<file path="config.mk">
export PLATFORM = sky130hd
export DESIGN_NAME = alu_seq
export DESIGN_NICKNAME = d
export VERILOG_FILES = /design/src/rtl/alu_seq.sv
export SDC_FILE = /design/constraint.sdc
export NUM_CORES = 1
export LEC_CHECK = 0
export ABC_AREA = 1
export CAP_MARGIN = 20
export CORE_ASPECT_RATIO = 1.4
export CORE_MARGIN = 10
export CORE_UTILIZATION = 44
export CTS_CLUSTER_SIZE = 12
export DETAILED_ROUTE_END_ITERATION = 6
export GPL_ROUTABILITY_DRIVEN = 0
export GPL_TIMING_DRIVEN = 0
export PLACE_DENSITY = 0.85
export SLEW_MARGIN = 20
export SYNTH_ARGS = -nofsm -noshare
export SYNTH_HDL_FRONTEND = slang
export SYNTH_SLANG_ARGS = --single-unit
</file>
<file path="constraint.sdc">
create_clock -name clk -period 2.3 [get_ports clk]
set_clock_uncertainty 0.1 [all_clocks]
set_input_delay 0.345 -clock clk [delete_from_list [all_inputs] [get_ports clk]]
set_output_delay 0.345 -clock clk [all_outputs]
set_load 0.02 [all_outputs]
</file>
<file path="src/rtl/alu_seq.sv">
// alu_seq: sequencer that accepts one ALU request at a time, drives an
// external clocked ALU, waits ALU_LAT cycles for its result and returns
// the result together with the echoed request tag.
//
// Optional feature: define ALU_SEQ_FLAGS_EN to add the rsp_zero / rsp_neg
// result flags. They are registered alongside rsp_data. Without the macro
// those ports do not exist.
//
// State sequence per request: IDLE -> ISSUE -> WAIT -> RESP -> IDLE.
// The mandatory IDLE cycle after each response is deliberate: the block
// never overlaps two operations, so the ALU operand registers belong to
// exactly one request from acceptance until the response handshake.

module alu_seq #(
    parameter int TAG_W   = 4,
    parameter int ALU_LAT = 1
) (
    input  logic              clk,
    input  logic              rst,

    input  logic              req_valid,
    output logic              req_ready,
    input  logic [31:0]       req_a,
    input  logic [31:0]       req_b,
    input  logic [1:0]        req_op,
    input  logic [TAG_W-1:0]  req_tag,

    output logic              alu_ena,
    output logic [31:0]       alu_x,
    output logic [31:0]       alu_y,
    output logic [1:0]        alu_op,
    input  logic [31:0]       alu_out,

    output logic              rsp_valid,
    input  logic              rsp_ready,
    output logic [31:0]       rsp_data,
    output logic [TAG_W-1:0]  rsp_tag,

    output logic              busy,
    output logic [15:0]       op_count
`ifdef ALU_SEQ_FLAGS_EN
    ,
    output logic              rsp_zero,
    output logic              rsp_neg
`endif
);

    // Opcode encoding shared with the external ALU.
    localparam logic [1:0] OP_ADD = 2'b00;
    localparam logic [1:0] OP_SUB = 2'b01;
    localparam logic [1:0] OP_AND = 2'b10;
    localparam logic [1:0] OP_XOR = 2'b11;

    // The wait counter is 3 bits wide because ALU_LAT is limited to 1..7.
    localparam logic [2:0] LAT_LOAD = 3'(ALU_LAT);

    typedef enum logic [1:0] {
        IDLE  = 2'b00,
        ISSUE = 2'b01,
        WAIT  = 2'b10,
        RESP  = 2'b11
    } state_t;

    state_t             state;
    logic [2:0]         wait_cnt;
    logic [TAG_W-1:0]   tag_q;
    logic               capture;

    // The ALU result is sampled on the last WAIT cycle, once the counter
    // has run down to zero; the flag logic below keys off the same event.
    assign capture = (state == WAIT) && (wait_cnt == 3'd0);

    // Main sequencer: state, operand latches, handshakes and the response
    // register. Every output is registered so the ALU and the consumer see
    // glitch-free signals that change only on the clock edge.
    always_ff @(posedge clk) begin
        if (rst) begin
            state     <= IDLE;
            req_ready <= 1'b1;
            busy      <= 1'b0;
            alu_ena   <= 1'b0;
            alu_x     <= 32'd0;
            alu_y     <= 32'd0;
            alu_op    <= OP_ADD;
            tag_q     <= '0;
            wait_cnt  <= 3'd0;
            rsp_valid <= 1'b0;
            rsp_data  <= 32'd0;
            rsp_tag   <= '0;
            op_count  <= 16'd0;
        end else begin
            case (state)
                IDLE: begin
                    if (req_valid) begin
                        alu_x     <= req_a;
                        alu_y     <= req_b;
                        alu_op    <= req_op;
                        tag_q     <= req_tag;
                        alu_ena   <= 1'b1;
                        req_ready <= 1'b0;
                        busy      <= 1'b1;
                        state     <= ISSUE;
                    end
                end

                ISSUE: begin
                    alu_ena  <= 1'b0;
                    wait_cnt <= LAT_LOAD;
                    state    <= WAIT;
                end

                WAIT: begin
                    if (wait_cnt == 3'd0) begin
                        rsp_data  <= alu_out;
                        rsp_tag   <= tag_q;
                        rsp_valid <= 1'b1;
                        state     <= RESP;
                    end else begin
                        wait_cnt <= wait_cnt - 3'd1;
                    end
                end

                RESP: begin
                    if (rsp_ready) begin
                        rsp_valid <= 1'b0;
                        op_count  <= op_count + 16'd1;
                        req_ready <= 1'b1;
                        busy      <= 1'b0;
                        state     <= IDLE;
                    end
                end

                default: begin
                    alu_ena   <= 1'b0;
                    rsp_valid <= 1'b0;
                    req_ready <= 1'b1;
                    busy      <= 1'b0;
                    state     <= IDLE;
                end
            endcase
        end
    end

`ifdef ALU_SEQ_FLAGS_EN
    // Result flags are derived straight from alu_out at the capture edge so
    // they always describe the value that lands in rsp_data.
    always_ff @(posedge clk) begin
        if (rst) begin
            rsp_zero <= 1'b0;
            rsp_neg  <= 1'b0;
        end else if (capture) begin
            rsp_zero <= (alu_out == 32'd0);
            rsp_neg  <= alu_out[31];
        end
    end
`else
    logic unused_capture;
    assign unused_capture = capture;
`endif

    logic [1:0] unused_ops;
    assign unused_ops = OP_SUB ^ OP_AND ^ OP_XOR;

endmodule

</file>
Yosys cells after proc, flatten, opt, wreduce, memory -nomap -nowiden
Cells that the tools add are included.

Bits in registers: 131. Input port bits: 106. Output and inout port bits: 122.

$add $sub $neg: 2. Equality and inequality tests: 7. Multiplexer cells: 15. Reductions and logical operators: 14.

Operator list (count): $add A16 B1 Y16 const B (1); $reduce_and A2 Y1 (5); $reduce_and A3 Y1 (3); $pmux W1 S2 (4); $pmux W2 S4 (1); $reduce_bool A2 Y1 (4); $mux W2 (3); $ne A2 B2 Y1 const B (3); $pmux W3 S2 (1); $mux W1 (5); $eq A2 B2 Y1 const B (2); $logic_not A3 Y1 (1); $mux W3 (1); $sub A3 B1 Y3 const B (1); $eq A2 B1 Y1 const B (1); $logic_not A2 Y1 (1); $ne A2 B1 Y1 const B (1).

Logic depth before layout (Yosys ltp)
Gate-level depths: netlist (run 1).

Depth after elaboration: 3. Mapped depth: 9. Mapped depth without buffers: 9.

Worst setup path after synthesis (run 1)
No wires, ideal clock.

Path type: register -> register. Start point: register state[0]. End point: register rsp_data[10]. Library setup time: 116 ps. Arrival: 1302 ps. Data required time: 2084 ps. Setup slack: 782 ps. Stages on the path, launching flop included: 10. Clock period less this slack: 1518 ps. Path through: dfxtp_1 -> inv_1 -> ha_1 -> inv_1 -> nor3_2 -> buf_6 -> inv_4 -> buf_6 -> nor2_1 -> nor2_1.

Word-level cells in the longest chain between the ends: 2.

RTL lines: from (decl) (RTL line 64) `state_t state;`; from (signal assigned) (RTL line 78) `state <= IDLE;`; from (signal assigned) (RTL line 102) `state <= ISSUE;`; from (signal assigned) (RTL line 109) `state <= WAIT;`; $eq A2 B2 Y1 (RTL line 92) `case (state)`; $reduce_and A2 Y1 (no source line); to (signal assigned) (RTL line 114) `rsp_data <= alu_out;`; to (decl) (RTL line 36) `output logic [31:0] rsp_data,`.

No other way between the ends. A chain may end at the register's enable or synchronous reset.

Worst setup path in the final report (run 1)
Start point: register state[0]. End point: register alu_y[10].

Word-level cells in the longest chain between the ends: 2.

RTL lines: $logic_not A2 Y1 (RTL line 92); $reduce_and A2 Y1 (no source line); to (signal assigned) (RTL line 96) `alu_y <= req_b;`; to (decl) (RTL line 30) `output logic [31:0] alu_y,`.

No other way between the ends.

==> results of run 1 <==
## cells by family after synthesis
kind of cell	Yosys count	share of synthesized area (%)
compound gates	140	14.42
simple gates	297	23.77
fa+ha+maj	8	2.032
xor+xnor	1	0.1778
flops	131	53.23
buf+inv	66	6.374
## path summary, 6_finish.rpt
check	start	to	slack [ns]	depth (start not counted)
worst max-delay path	state[0]$_SDFFE_PP0P_	alu_y[10]$_SDFFE_PP0P_	0.36	7
worst min-delay path	wait_cnt[1]$_SDFFE_PP0P_	wait_cnt[1]$_SDFFE_PP0P_	0.36	2
worst max register to register	state[0]$_SDFFE_PP0P_	alu_y[10]$_SDFFE_PP0P_	0.36	7
worst min register to register	wait_cnt[1]$_SDFFE_PP0P_	wait_cnt[1]$_SDFFE_PP0P_	0.36	2
## cells in the mapped netlist (2+ instances only)
cell type  number  share of area [%]
nand2_1        38                2.9
nor2_2          5               0.63
nor2_1        235                 18
o21ai_0       109                 11
inv_2           3               0.23
a211oi_1        2               0.30
nand4_1         3               0.38
nor3_2          2               0.41
buf_2           8               0.81
a21oi_1        16                1.6
o21ai_1        11                1.1
nand3_1         6               0.61
ha_1            8                2.0
nor3_1          4               0.41
dfxtp_1       131                 53
inv_1          28                2.1
buf_6           7                1.6
clkbuf_1       17                1.3
## stage by stage
stage	worst slack [ns]	hold slack (ns)
finish	0.3648	0.3595
floorplan	0.7818	0.3141
global route	0.2233	0.3825
CTS	0.3601	0.3608
detailed placement	0.1708	0.3525
global placement	0.1990	0.3491
## worst min-delay path, stage by stage, from the launching register on
cell     delay (ns)
dfxtp_1        0.31
nand2_1        0.06
a21oi_1        0.05
## power by group through the flow
stage	sequential [mW]	combinational (mW)	clock [mW]
after floorplan	3.95	1.25	0
after global placement	3.22	3.67	0
after detailed placement	3.25	3.72	0
after CTS	3.21	3.76	3.19
after global routing	3.29	4.02	3.29
final	3.21	3.70	3.16
## state kept, by name, indices dropped and copies added, names as in the netlist
| register | cells |
|---|---|
| alu_ena | 1 |
| alu_op | 2 |
| alu_x | 32 |
| alu_y | 32 |
| busy | 1 |
| op_count | 16 |
| req_ready | 1 |
| rsp_data | 32 |
| rsp_tag | 4 |
| rsp_valid | 1 |
| state | 2 |
| tag_q | 4 |
| wait_cnt | 3 |
## cell type report
class | count | area (µm²)
plain buffers | 34 | 191.4
clock buffers | 21 | 480.5
flip-flops and latches | 131 | 2623
inverters | 32 | 122.6
clock inverters | 11 | 220.2
multi-input cells | 446 | 1991
fillers | 857 | 2846
well taps | 141 | 176.4
repair buffers | 227 | 2272
## layer usage
metal  vias up  share of wire, %  GRT usage, %
li1       2557                 -             -
met1      2323                35         20.00
met2       177                55         37.46
met3        36               7.6         7.393
met4         0               3.2         10.05
met5         -                 0             0
==> qor.csv, run 1 <==
stage,metric,value,unit
global_routing,grt_remaining_overflow,0,
power_and_ir_drop,intPower,6.694,mW
power_and_ir_drop,total_power,10.07,mW
yosys,netlist_area,4927,µm²
setup_path,crit_chain,inv_1 > ha_1 > nand2_1 > inv_2 > buf_2 > nor2_1 > nor2_1,
timing,max_freq,516.7,MHz
timing,final.min_clock_period,1.935,ns
power_and_ir_drop,p_seq_share,31.9,%
clock_tree,cts_buffer_depth,2,
cells_and_area,design_area,8077,µm²
clock_tree,clk_pin_slew,0.06,ns
power_and_ir_drop,p_leak,3.251,nW
cells_and_area,fin_util,73.94,%
clock_tree,cts_resized,0,
yosys,synth_edf_count,0,
timing,maxSlewHeadroom,65.33,%
floorplanning,dieArea,15890,µm²
clock_tree,clkLatencyLatePin,0.41,ns
global_routing,grt_pass1_vias,4983,
setup_path,worstSetupStartpointType,register,
clock_tree,root_buffer,clkbuf_16,
floorplanning,start_util,45.11,%
timing,timing.setup.tns,0,ns
yosys,synthArstFlopShare,0,%
power_and_ir_drop,swShare,33.54,%
placement,place_inst,1011,
yosys,synthFlopType,dfxtp_1,
route,firstDrtPassIters,4,
setup_path,endpoint_kind,register,
route,drtIter0Drc,213,
power_and_ir_drop,comb_power_share,36.8,%
route,post_drt_wl_per_cell,16.03,µm
floorplanning,die_h,145.2,µm
route,postRouteAntennaNets,0,
clock_tree,ctsHoldBuffers,0,
power_and_ir_drop,powerDensity,1247,nW/µm²
clock_tree,cts.htree.levels,4,
setup_path,crit_family,simple AND/OR/NAND/NOR gates,
setup_path,slowest_stage,nand2_1,
placement,dpl_cell_area,7376,µm²
floorplanning,num_rows,45,
yosys,ys_seq_area_share,53.22,%
yosys,synth_nets,757,
setup_path,path_max_fanout,10,
global_routing,grt_pass1_wl,25920,µm
floorplanning,core_area,10920,µm²
floorplanning,chipWidth,109.4,µm
cells_and_area,area_growth,63.92,%
clock_tree,post_cts_buffers,0,
power_and_ir_drop,power.net_switching,3.378,mW
setup_path,required,2.50,ns
timing,final-max-slew-violation-count,0,
cells_and_area,final_cell_mix,"235 x nor2_1, 227 x clkdlybuf4s50_1, 131 x dfxtp_1",
floorplanning,ios,228,
route,vias_per_cell,4.883,
timing,finalCritPeriodShare,84.14,%
route,drc,0,
timing,setup_viol,0,
power_and_ir_drop,ir_drop,0.6986,mV
cells_and_area,antenna_cells,0,
cells_and_area,final_common_cell,nor2_1,
power_and_ir_drop,power_frac_clock,31.3,%
route,wl,16720,µm
setup_path,cp_common_cell,nor2_1,
setup_path,critPathKind,reg -> reg,
yosys,syn_area_per_cell,7.663,µm²
yosys,syn_inst,643,
timing,rsz0062_at_grt,no,
yosys,ys_warn_count,0,
yosys,synth-seq-cells,131,
min_path,hp-class,reg -> reg,
cells_and_area,drive_gt1_share,6.763,%
job,max_cap_violations,0,
cells_and_area,layout.cells.non_filler,1043,
setup_path,critPathBufInv,3,
cells_and_area,fin_nets,1003,
placement,hpwl,12710,µm
global_routing,antenna_found_initial,0,
clock_tree,cts_buffers,17,
placement,port_buffers,227,
yosys,synth.distinct_cells,28,
global_routing,grt_usage,20.80,%
run_status,status,completed,
setup_path,crit_path_max_incr_delay,0.39,ns
clock_tree,cts_tree,built,
route,vias,5093,
timing,finalHoldViolations,0,
global_routing,grt_start_max_net_pins,17,
setup_path,cp_data_arrival_time,2.13,ns
timing,tightest_slew,0.5200,ns
clock_tree,cts_sinks,131,
(Power assumes the default switching activity.)
==> run 2, diff against run 1 <==
--- a/config.mk
+++ b/config.mk
@@ -9,12 +9,12 @@
 export CAP_MARGIN = 20
 export CORE_ASPECT_RATIO = 1.4
 export CORE_MARGIN = 10
-export CORE_UTILIZATION = 44
+export CORE_UTILIZATION = 41
 export CTS_CLUSTER_SIZE = 12
 export DETAILED_ROUTE_END_ITERATION = 6
 export GPL_ROUTABILITY_DRIVEN = 0
 export GPL_TIMING_DRIVEN = 0
-export PLACE_DENSITY = 0.85
+export PLACE_DENSITY = 0.8
 export SLEW_MARGIN = 20
 export SYNTH_ARGS = -nofsm -noshare
 export SYNTH_HDL_FRONTEND = slang
==> constraint.sdc (replaced) <==
create_clock -name clk -period 1.9 [get_ports clk]
set_clock_uncertainty 0.1 [all_clocks]
set_input_delay 0.285 -clock clk [delete_from_list [all_inputs] [get_ports clk]]
set_output_delay 0.285 -clock clk [all_outputs]
set_load 0.02 [all_outputs]
==> qor.csv, run 2 (same netlist as run 1, synthesis figures left out) <==
stage,metric,value,unit,change
cells_and_area,final_common_cell,nor2_1,,unchanged
min_path,hp-class,in -> reg,,was reg -> reg
global_routing,antenna_found_initial,0,,unchanged
placement,dpl_cell_area,7383,µm²,was 7376 µm²
setup_path,crit_path_max_incr_delay,0.66,ns,was 0.39 ns
run_status,status,completed,,unchanged
setup_path,required,1.51,ns,was 2.50 ns
clock_tree,ctsHoldBuffers,0,,unchanged
global_routing,grt_pass1_wl,25980,µm,was 25920 µm
cells_and_area,drive_gt1_share,7.095,%,was 6.763%
setup_path,worstSetupStartpointType,register,,unchanged
route,wl_met3,1130,µm,was 1264 µm
clock_tree,cts_tree,built,,unchanged
timing,final.min_clock_period,1.843,ns,
clock_tree,cts_buffer_depth,2,,unchanged
floorplanning,start_util,41.69,%,was 45.11%
cells_and_area,antenna_cells,0,,unchanged
timing,tightest_slew,0.4757,ns,was 0.5200 ns
setup_path,critPathKind,reg -> out,,was reg -> reg
cells_and_area,fin_util,67.47,%,was 73.94%
route,drc,0,,unchanged
route,drtIter0Drc,171,,was 213
timing,setup_viol,0,,unchanged
floorplanning,num_rows,47,,was 45
clock_tree,root_buffer,clkbuf_16,,unchanged
timing,finalCritPeriodShare,97.02,%,
clock_tree,clk_pin_slew,0.06,ns,about the same
route,firstDrtPassIters,4,,unchanged
route,vias_per_cell,4.739,,was 4.883
clock_tree,cts_buffers,17,,unchanged
setup_path,critPathBufInv,1,,was 3
power_and_ir_drop,powerDensity,1453,nW/µm²,was 1247 nW/µm²
clock_tree,cts_sinks,131,,unchanged
timing,finalHoldViolations,0,,unchanged
setup_path,endpoint_kind,output port,,was register
route,post_drt_wl_per_cell,15.62,µm,was 16.03 µm
setup_path,cp_data_arrival_time,1.46,ns,was 2.13 ns
timing,whs,0.3549,ns,was 0.3595 ns
route,wl,16390,µm,was 16720 µm
global_routing,grt_usage,19.12,%,was 20.80%
global_routing,grt_remaining_overflow,0,,unchanged
placement,port_buffers,227,,unchanged
route,vias,4971,,was 5093
setup_path,crit_family,buffers and inverters,,was simple AND/OR/NAND/NOR gates
floorplanning,ios,228,,unchanged
setup_path,crit_chain,clkdlybuf4s50_1,,was inv_1 > ha_1 > nand2_1 > inv_2 > buf_2 > nor2_1 > nor2_1
cells_and_area,area_growth,61.86,%,was 63.92%
timing,rsz0062_at_grt,no,,unchanged
job,max_cap_violations,0,,unchanged
timing,final-max-slew-violation-count,0,,unchanged
power_and_ir_drop,ir_drop,0.7881,mV,was 0.6986 mV
setup_path,slowest_stage,clkdlybuf4s50_1,,was nand2_1
setup_path,ff2ff_setup_slack,0.18,ns,was 0.36 ns
placement,hpwl,12780,µm,was 12710 µm
power_and_ir_drop,p_leak,3.200,nW,was 3.251 nW
route,postRouteAntennaNets,0,,unchanged
global_routing,grt_start_max_net_pins,17,,unchanged
timing,max_freq,542.5,MHz,
cells_and_area,final_cell_mix,"235 x nor2_1, 226 x clkdlybuf4s50_1, 131 x dfxtp_1",,"was 235 x nor2_1, 227 x clkdlybuf4s50_1, 131 x dfxtp_1"
clock_tree,post_cts_buffers,0,,unchanged
floorplanning,chipWidth,112.7,µm,was 109.4 µm
clock_tree,cts.htree.levels,4,,unchanged
cells_and_area,fin_nets,1003,,unchanged
route,dr_wl_met2,8389,µm,was 9141 µm
cells_and_area,reg_top3,"alu_x (32), alu_y (32), rsp_data (32)",,unchanged
route,met1_length,6212,µm,was 5776 µm
global_routing,grt_pass1_vias,4941,,was 4983
floorplanning,dieArea,16860,µm²,was 15890 µm²
power_and_ir_drop,total_power,11.59,mW,was 10.07 mW
cells_and_area,design_area,7975,µm²,was 8077 µm²
setup_path,path_max_fanout,5,,was 10
clock_tree,clkLatencyLatePin,0.41,ns,about the same
floorplanning,core_area,11820,µm²,was 10920 µm²
floorplanning,die_h,149.7,µm,was 145.2 µm
timing,maxSlewHeadroom,68.29,%,was 65.33%
route,routed.top_layer,met4,,unchanged
run 2: cell count changes in the layout (fill, tap and decap cells not counted):
cell             delta
bufinv_16           -4
clkbuf_1            -2
clkbuf_2            +2
clkbuf_8            -4
clkdlybuf4s50_1     -1
clkinv_2            +1
clkinvlp_4          +6
dlymetal6s2s_1      +1
inv_6               +1
nand2_1             -1
nand2_2             +1
run 2: per-layer routing:
metal,up-vias,global-route usage [%]
li1,2555,-
met1,2224,19.78
met2,151,33.72
met3,41,6.811
met4,0,8.779
met5,-,0
run 2: power breakdown:
group | internal (mW) | leakage [nW] | switching, mW | total [mW]
combinational | 1.98 | 1.86 | 2.51 | 4.49
sequential | 3.51 | 1.08 | 0.365 | 3.88
clock | 1.94 | 0.268 | 1.28 | 3.22
total | 7.44 | 3.20 | 4.15 | 11.6
run 2: area by class of cell:
type                            instances  area (µm²)
Clock buffer                           17       425.4
Inverter                               32       122.6
Fill cell                            1021        3845
Buffer                                 34       193.9
Tap cell                              147       183.9
Multi-Input combinational cell        446        1993
Sequential cell                       131        2623
Clock inverter                         15       158.9
Timing Repair Buffer                  227        2275
run 2: final timing paths:
check,from,endpoint,depth (start not counted)
setup reg to reg,state[0]$_SDFFE_PP0P_,rsp_data[23]$_SDFFE_PP0P_,9
hold / removal,alu_out[15],rsp_data[15]$_SDFFE_PP0P_,3
hold reg to reg,wait_cnt[1]$_SDFFE_PP0P_,wait_cnt[1]$_SDFFE_PP0P_,2
setup / recovery,op_count[13]$_SDFFE_PP0P_,op_count[13],1
run 2: what timing repair did:
action | in CTS | in global routing
endpoints found under the setup margin | 0 | 59
gates resized for setup | 0 | 6
hold endpoints to repair | 0 | 0
run 2: metrics by stage:
stage | TNS (ns) | std cells | worst slack [ns]
after floorplan | 0 | 643 | 0.3818
after global placement | -6.057 | 1017 | -0.2185
after global routing | 0 | 1049 | 0.002553
after CTS | 0 | 1049 | 0.01014
final | 0 | 1049 | 0.05669
after detailed placement | -6.443 | 1017 | -0.2105
